--- src/rtl/mem_arbiter_pkg.sv ---
// Shared types for the SRAM arbiter: sequencer states and port ids.
// Also the helper that widens a word address onto the SRAM pins.
package mem_arbiter_pkg;

  localparam int AW  = 16;
  localparam int RAW = 18;

  typedef enum logic [2:0] {
    S_IDLE,
    S_RD,
    S_WR1,
    S_WR2,
    S_WR3
  } state_t;

  typedef enum logic {
    P_IF,
    P_DATA
  } port_t;

  function automatic logic [RAW-1:0] sram_addr(
    input logic [AW-1:0] a
  );
    return {2'b00, a};
  endfunction

endpackage

--- src/rtl/mem_arbiter_sram_timing.sv ---
// SRAM access sequencer: one-cycle read, setup/pulse/hold write.
// All pins are registered from the next state, so none are combinational.
module mem_arbiter_sram_timing
  import mem_arbiter_pkg::*;
(
  input  logic           clk,
  input  logic           rst,
  input  logic           start,
  input  logic           is_write,
  input  logic [AW-1:0]  addr,
  input  logic [15:0]    wdata,
  output logic           busy,
  output logic           done,
  output logic [15:0]    rdata,
  output logic [RAW-1:0] ram_addr,
  output logic [15:0]    ram_dout,
  input  logic [15:0]    ram_din,
  output logic           ram_data_oe,
  output logic           ram_en_n,
  output logic           ram_oe_n,
  output logic           ram_we_n
);

  state_t state, state_nx;
  logic   en_nx, oe_nx, we_nx, doe_nx;

  always_comb begin
    state_nx = state;
    unique case (state)
      S_IDLE: begin
        if (start) begin
          state_nx = is_write ? S_WR1 : S_RD;
        end
      end
      S_RD:    state_nx = S_IDLE;
      S_WR1:   state_nx = S_WR2;
      S_WR2:   state_nx = S_WR3;
      S_WR3:   state_nx = S_IDLE;
      default: state_nx = S_IDLE;
    endcase
  end

  always_comb begin
    en_nx  = 1'b1;
    oe_nx  = 1'b1;
    we_nx  = 1'b1;
    doe_nx = 1'b0;
    unique case (state_nx)
      S_RD: begin
        en_nx = 1'b0;
        oe_nx = 1'b0;
      end
      S_WR1, S_WR3: begin
        en_nx  = 1'b0;
        doe_nx = 1'b1;
      end
      S_WR2: begin
        en_nx  = 1'b0;
        we_nx  = 1'b0;
        doe_nx = 1'b1;
      end
      default: ;
    endcase
  end

  always_ff @(posedge clk) begin
    if (!rst) begin
      state       <= S_IDLE;
      ram_en_n    <= 1'b1;
      ram_oe_n    <= 1'b1;
      ram_we_n    <= 1'b1;
      ram_data_oe <= 1'b0;
      ram_addr    <= '0;
      ram_dout    <= '0;
    end else begin
      state       <= state_nx;
      ram_en_n    <= en_nx;
      ram_oe_n    <= oe_nx;
      ram_we_n    <= we_nx;
      ram_data_oe <= doe_nx;
      if (start && state == S_IDLE) begin
        ram_addr <= sram_addr(addr);
        ram_dout <= wdata;
      end
    end
  end

  assign busy  = (state != S_IDLE);
  assign done  = (state == S_RD) || (state == S_WR3);
  assign rdata = ram_din;

endmodule

--- src/rtl/mem_arbiter.sv ---
// Shares one SRAM between fetch and data ports; data port wins ties.
// Produces per-port ready pulses, held read data and the fetch stall.
module mem_arbiter
  import mem_arbiter_pkg::*;
(
  input  logic           clk,
  input  logic           rst,
  input  logic           if_req,
  input  logic [AW-1:0]  if_addr,
  output logic [15:0]    if_rdata,
  output logic           if_ready,
  output logic           if_stall,
  input  logic           mem_read,
  input  logic           mem_write,
  input  logic [AW-1:0]  mem_addr,
  input  logic [15:0]    mem_wdata,
  output logic [15:0]    mem_rdata,
  output logic           mem_ready,
  output logic [RAW-1:0] ram_addr,
  output logic [15:0]    ram_dout,
  input  logic [15:0]    ram_din,
  output logic           ram_data_oe,
  output logic           ram_en_n,
  output logic           ram_oe_n,
  output logic           ram_we_n
);

  logic          busy, done, start, sel_wr, gnt_wr;
  logic          if_elig, mem_elig;
  port_t         sel, gnt_port;
  logic [AW-1:0] sel_addr;
  logic [15:0]   rdata;

  // A port is ignored in its own ready cycle.
  assign if_elig  = if_req & ~if_ready;
  assign mem_elig = (mem_read | mem_write) & ~mem_ready;

  always_comb begin
    start  = 1'b0;
    sel    = P_IF;
    sel_wr = 1'b0;
    if (!busy) begin
      unique case (1'b1)
        mem_elig: begin
          start  = 1'b1;
          sel    = P_DATA;
          sel_wr = mem_write;
        end
        if_elig & ~mem_elig: begin
          start = 1'b1;
        end
        default: ;
      endcase
    end
  end

  assign sel_addr = (sel == P_DATA) ? mem_addr : if_addr;

  mem_arbiter_sram_timing u_tim (
    .clk         (clk),
    .rst         (rst),
    .start       (start),
    .is_write    (sel_wr),
    .addr        (sel_addr),
    .wdata       (mem_wdata),
    .busy        (busy),
    .done        (done),
    .rdata       (rdata),
    .ram_addr    (ram_addr),
    .ram_dout    (ram_dout),
    .ram_din     (ram_din),
    .ram_data_oe (ram_data_oe),
    .ram_en_n    (ram_en_n),
    .ram_oe_n    (ram_oe_n),
    .ram_we_n    (ram_we_n)
  );

  always_ff @(posedge clk) begin
    if (!rst) begin
      gnt_port  <= P_IF;
      gnt_wr    <= 1'b0;
      if_ready  <= 1'b0;
      mem_ready <= 1'b0;
      if_rdata  <= '0;
      mem_rdata <= '0;
    end else begin
      if (start) begin
        gnt_port <= sel;
        gnt_wr   <= sel_wr;
      end
      if_ready  <= done && gnt_port == P_IF;
      mem_ready <= done && gnt_port == P_DATA;
      if (done && gnt_port == P_IF) begin
        if_rdata <= rdata;
      end
      if (done && gnt_port == P_DATA && !gnt_wr) begin
        mem_rdata <= rdata;
      end
    end
  end

  assign if_stall = if_req & ~if_ready;

endmodule

--- config.mk ---
export PLATFORM = sky130hd
export DESIGN_NAME = mem_arbiter
export DESIGN_NICKNAME = d
export VERILOG_FILES = /design/src/rtl/mem_arbiter_pkg.sv /design/src/rtl/mem_arbiter_sram_timing.sv /design/src/rtl/mem_arbiter.sv
export SDC_FILE = /design/constraint.sdc
export NUM_CORES = 1
export LEC_CHECK = 0
export CORE_MARGIN = 8
export CORE_UTILIZATION = 45
export DETAILED_ROUTE_END_ITERATION = 6
export DONT_BUFFER_PORTS = 1
export PLACE_DENSITY = 0.67
export SLEW_MARGIN = 20
export SYNTH_ARGS = -nofsm -noshare
export SYNTH_HDL_FRONTEND = slang
export SYNTH_SLANG_ARGS = --single-unit
--- constraint.sdc ---
create_clock -name clk -period 2.6 [get_ports clk]
set_input_delay 0.78 -clock clk [delete_from_list [all_inputs] [get_ports clk]]
set_output_delay 0.78 -clock clk [all_outputs]
set_load 0.01 [all_outputs]
==> results.json <==
{
  "grt_max_degree": 104,
  "synthArstFlopShare": 0,
  "cp-start-kind": "register",
  "slew_violations": 0,
  "power_density_mw_per_mm2": 799,
  "synth_warnings": 0,
  "setup_violations": 0,
  "drc": 0,
  "cp.arrival_ns": 2.08,
  "track_usage": 0.158,
  "synth_area_per_cell_um2": 9.13,
  "cts-root-buf": "clkbuf_8",
  "ir_drop_uv": 294,
  "overflow": 0,
  "worstPathRequired_ns": 2.78,
  "chipHeight_um": 101,
  "tightest_slew_ns": 0.578,
  "hold_class": "reg -> reg",
  "fp.coreArea_mm2": 0.00714,
  "worstSetupEndpointType": "register",
  "rows": 31,
  "drt_iter0_drc": 93,
  "ys_types": 38,
  "cts_made_buffers": 9,
  "fin_crit_sh": 0.728,
  "cts_buffer_depth": 2,
  "antenna_found_initial": 0,
  "path_clk_slew_ns": 0.08,
  "crit_fanout": 35,
  "wirelength_mm": 8.31,
  "yosys_register_bits": 75,
  "dieArea_mm2": 0.0102,
  "ios": 142,
  "grt_pass1_vias": 2393,
  "nets": 411,
  "ant_nets": 0,
  "drv_cap": 0,
  "p_leak_nw": 1.24,
  "drt_pass1_iterations": 4,
  "place.gp.congestion": 0.732,
  "wl_per_cell_um": 18.6,
  "n_antenna_cell": 0,
  "die_w_um": 101,
  "setup_tns_ns": 0,
  "synth_edf_count": 0,
  "finalHoldViolations": 0,
  "start_util": 0.455,
  "cts_tree": "built",
  "mostFrequentLayoutCells": "dfxtp_1 (75), nand2_1 (66), o21ai_0 (34), nand3_1 (34), mux2i_1 (32)",
  "synth_ff_type": "dfxtp_1",
  "slew_headroom": 0.615,
  "cts_max_level": 3,
  "synthCells": 356,
  "finClkSkew_ns": 0.0123,
  "ys_seq_area_frac": 0.462,
  "via_per_inst": 5.65,
  "drive_above_1_share": 0.0922,
  "grt_pass1_wl_mm": 12.7,
  "fmax_mhz": 528,
  "cts_hold_buf": 0,
  "clk_latency_ns": 0.34,
  "layout_commonest_cell": "dfxtp_1",
  "place_hpwl_mm": 5.76,
  "worst_slack_ns": 0.707,
  "cts_resized": 0,
  "status": "finished clean",
  "min_period_ns": 1.89,
  "dp_slack_ns": 0.607,
  "port_buffers": 0,
  "netlist_area_mm2": 0.00325,
  "crit_type": "reg -> reg",
  "vias": 2518,
  "post-cts-setup-buffer-count": 0,
  "area_growth_syn_to_layout_pct": 4.16,
  "cts_sinks": 75,
  "rsz0062_at_grt": "no"
}
[power by group]
part / internal [mW] / switching (mW) / total [mW] / leakage [nW]
Combinational: 0.144 / 0.216 / 0.360 / 0.523
Sequential: 1.25 / 0.125 / 1.38 / 0.615
Clock: 0.537 / 0.429 / 0.966 / 0.101
[worst max-delay path: stages (launching register included)]
cell and delay (ns):
dfxtp_1 0.59, or3_4 0.43, or2_1 0.53, a31oi_1 0.19
[routing by layer]
layer,vias to the layer above,global-route usage,routed length [um]
met5,-,0,0
met4,0,0.0745,95
met3,10,0.0794,1180
met2,120,0.241,3920
met1,1179,0.179,3110
li1,1209,-,-
[sequential cells by signal (all words and copies together) (netlist names)]
signal,count
u_tim.ram_dout,16
u_tim.ram_en_n,1
u_tim.state,3
u_tim.ram_we_n,1
gnt_wr,1
u_tim.ram_oe_n,1
gnt_port,1
u_tim.ram_addr,16
if_rdata,16
u_tim.ram_data_oe,1
if_ready,1
mem_rdata,16
mem_ready,1
[cells by family (layout without fill, tap and decap cells)]
family                    after synthesis  count (layout)  share of synthesized area
other                                   1               2                    0.00115
buffers and inverters                  38              28                     0.0913
and+or+nand+nor                       118             118                      0.168
DFF                                    75              75                      0.462
muxes                                  32              32                     0.0986
xor gates and xnor gates                2               2                    0.00539
AOI/OAI and AO/OA                      90              90                      0.174
[layout make-up]
| cell class | instances | area [um^2] |
|---|---|---|
| clock inverters | 7 | 92.6 |
| inverters | 2 | 7.51 |
| flip-flops and latches | 75 | 1500 |
| well taps | 99 | 124 |
| clock buffers | 9 | 124 |
| multi-input cells | 244 | 1460 |
| fillers | 695 | 3750 |
| repair buffers | 10 | 75.1 |
[final timing paths]
kind	from	to	slack, ns	cells after the start
max	u_tim.state[1]$_SDFF_PN0_	u_tim.ram_addr[0]$_SDFFE_PN0P_	0.71	3
min	gnt_port$_SDFFE_PN0P_	mem_ready$_SDFF_PN0_	0.50	2
max reg2reg	u_tim.state[1]$_SDFF_PN0_	u_tim.ram_addr[0]$_SDFFE_PN0P_	0.71	3
min reg2reg	gnt_port$_SDFFE_PN0P_	mem_ready$_SDFF_PN0_	0.50	2
[stage by stage]
stage,area [um^2],cells,utilization,hold WS (ns),power (mW)
2_1_floorplan,3250,357,-,0.439,1.74
3_3_place_gp,3170,430,0.444,0.472,1.76
3_5_place_dp,3170,430,0.444,0.479,1.77
4_1_cts,3380,446,0.474,0.507,2.75
5_1_grt,3380,446,0.474,0.526,2.84
6_report,3380,446,0.474,0.502,2.70
[Yosys cell counts (all sizes together), types with 2 or more instances]
cell type,number,share of area
a21boi,17,0.039
a21oi,2,0.0031
a31oi,17,0.033
and2,2,0.0038
and3,2,0.0042
buf,15,0.047
clkbuf,20,0.039
dfxtp,75,0.46
mux2i,32,0.099
nand2,66,0.076
nand3,34,0.052
nor2b,5,0.0096
nor3,3,0.0062
o21ai,34,0.052
o31ai,16,0.037
Power figures use the tool's default switching activity.
==> patch, RTL diff (config.mk and constraints unchanged) <==
The 5 states of `state_t` get a Gray code encoding in 3 bits.
--- a/src/rtl/mem_arbiter_pkg.sv
+++ b/src/rtl/mem_arbiter_pkg.sv
@@ -7,9 +7,9 @@
 
   typedef enum logic [2:0] {
-    S_IDLE,
-    S_RD,
-    S_WR1,
-    S_WR2,
-    S_WR3
+    S_IDLE = 3'b000,
+    S_RD   = 3'b001,
+    S_WR1  = 3'b011,
+    S_WR2  = 3'b010,
+    S_WR3  = 3'b110
   } state_t;
 
Function: no difference found for any inputs over 10 cycles, from zero or initial values and one cycle with rst low; not proved beyond that.
==> patch against the original RTL <==
Worst setup slack gained 0.061 ns; sequential cell count is the same; area after synthesis shrank 6.4%; total power grew 6.2%; die area shrank 5.4%; cell area shrank 3.7%; count of clock-buffer cells in the layout is the same; wire length shrank 6.6%; critical endpoint is now if_stall; largest cell class unchanged.
==> patch: results (changes against the original RTL) <==
- Routed len/inst: 19.2 um (+2.9%)
- Filler cell count: 650 (-6.5%)
- R2R Path End: mem_rdata[2]$_SDFFE_PN0P_
- Sequential share of cell area: 46.0% (+1.7 points)
- Worst slew pin tran: 0.853 ns (+0.275 ns)
- Pwr per Cell Area: 881 nW/um2 (+10%)
- Comb_multi_in: 225 (-7.8%)
- DRT iter0 DRCs: 100 (+7.5%)
- First element of the critical path: if_ready$_SDFF_PN0_
- R2r setup slk: 0.77 ns (+0.06 ns)
- Cell area after layout: 3260 um2 (-3.7%)
- Fraction of area in multi-input gates: 42.2% (-0.93 points)
- Clock-net power: 994 uW (+2.9%)
- Static Leak: 1.34 nW (+7.7%)
- R2R Path Start: u_tim.state[0]$_SDFF_PN0_
- Clk buf depth: 2 (unchanged)
- Met3 Use GR: 6.97% (-0.97 points)
- Worst R2R Path Depth: 3 (unchanged)
- Largest net degree at the start of global routing: 109 (+4.8%)
- Pint: 2.01 mW (+3.9%)
- CP Max Fanout: 2 (-94%)
- Worst VDD drop: 0.392 mV (+33%)
- Die width: 98.2 um (-2.8%)
- Final non-clock buffer share: 1.61% (-0.61 points)
- GRT Overall Usage: 15.4% (-0.40 points)
- Post-DP HPWL: 5390 um (-6.5%)
- TritonRoute pass-1 iters: 5 (+1)
- Hold Path Sink: u_tim.ram_we_n$_SDFF_PN1_
- GR Util met1: 16.9% (-1.1 points)
- Post-Layout Cell Count: 405 (-9.2%)
- Worst Min Path Start: u_tim.state[0]$_SDFF_PN0_
- Sequential share of the synthesized area: 49.4% (+3.2 points)
- Area contributors post-synth: dfxtp_1 49%, mux2i_1 16%, nand2_1 10%, o31ai_1 4.0%, a31oi_1 3.3%
- Syn avg cell area: 9.16 um2 (+0.33%)
- Post-placement cell area: 3040 um2 (-4.1%)
- Top cells by count, synth: 83 x nand2_1, 75 x dfxtp_1, 48 x mux2i_1, 22 x clkbuf_1, 19 x o21ai_0
- Vias: 2281 (-9.4%)
- Post-Place Cells: 389 (-9.5%)
- Clk tree area frac: 6.83% (+0.43 points)
- CP endpoint kind: output port
- Post-synth cell types: 35 (-7.9%)
- Clk slew on worst S/H paths: 0.08 ns (about the same)
- Setup Fix Bufs, Post-CTS: 0 (unchanged)
- Nonclk buf count: 7 (-3)
- Hold Path Cell Cnt: 1 (-1)
- Layout cell share with drive strength beyond 1: 8.00% (-1.2 points)
- CP Capture Point: if_stall
- GR Layer Usage met2: 25.0% (+0.83 points)
- Reg power frac: 50.4% (-0.6 points)
- WP data arrival: 1.05 ns (-1.03 ns)
- Gpl congestion: 0.766 (+4.6%)
- Skew final: 0.00856 ns (-0.00377 ns)
- First-pass GRT wire length: 12000 um (-5.7%)
- Status: complete, no violations
## patch: cell families after synthesis
group	share of synthesized area, %
other	0.123
AOI/OAI and AO/OA	13.0
buffers and inverters	5.64
and+or+nand+nor	16.0
DFF	49.4
muxes	15.8
## patch: through the flow
step           hold WS (ns)  worst slack [ns]
6_report              0.473             0.767
3_5_place_dp          0.450             0.658
4_1_cts               0.474             0.740
3_3_place_gp          0.441             0.697
2_1_floorplan         0.406             0.267
5_1_grt               0.488             0.657
## patch: routing by layer
| layer | vias to the layer above | wire length (um) |
|---|---|---|
| met5 | - | 0 |
| met4 | 0 | 121 |
| met3 | 13 | 723 |
| met2 | 87 | 3750 |
| met1 | 1068 | 3170 |
| li1 | 1113 | - |
## patch: critical path: stages, from the launching register on
cell and delay [ns]:
dfxtp_1 0.41, nand2b_1 0.17, clkinv_1 0.14
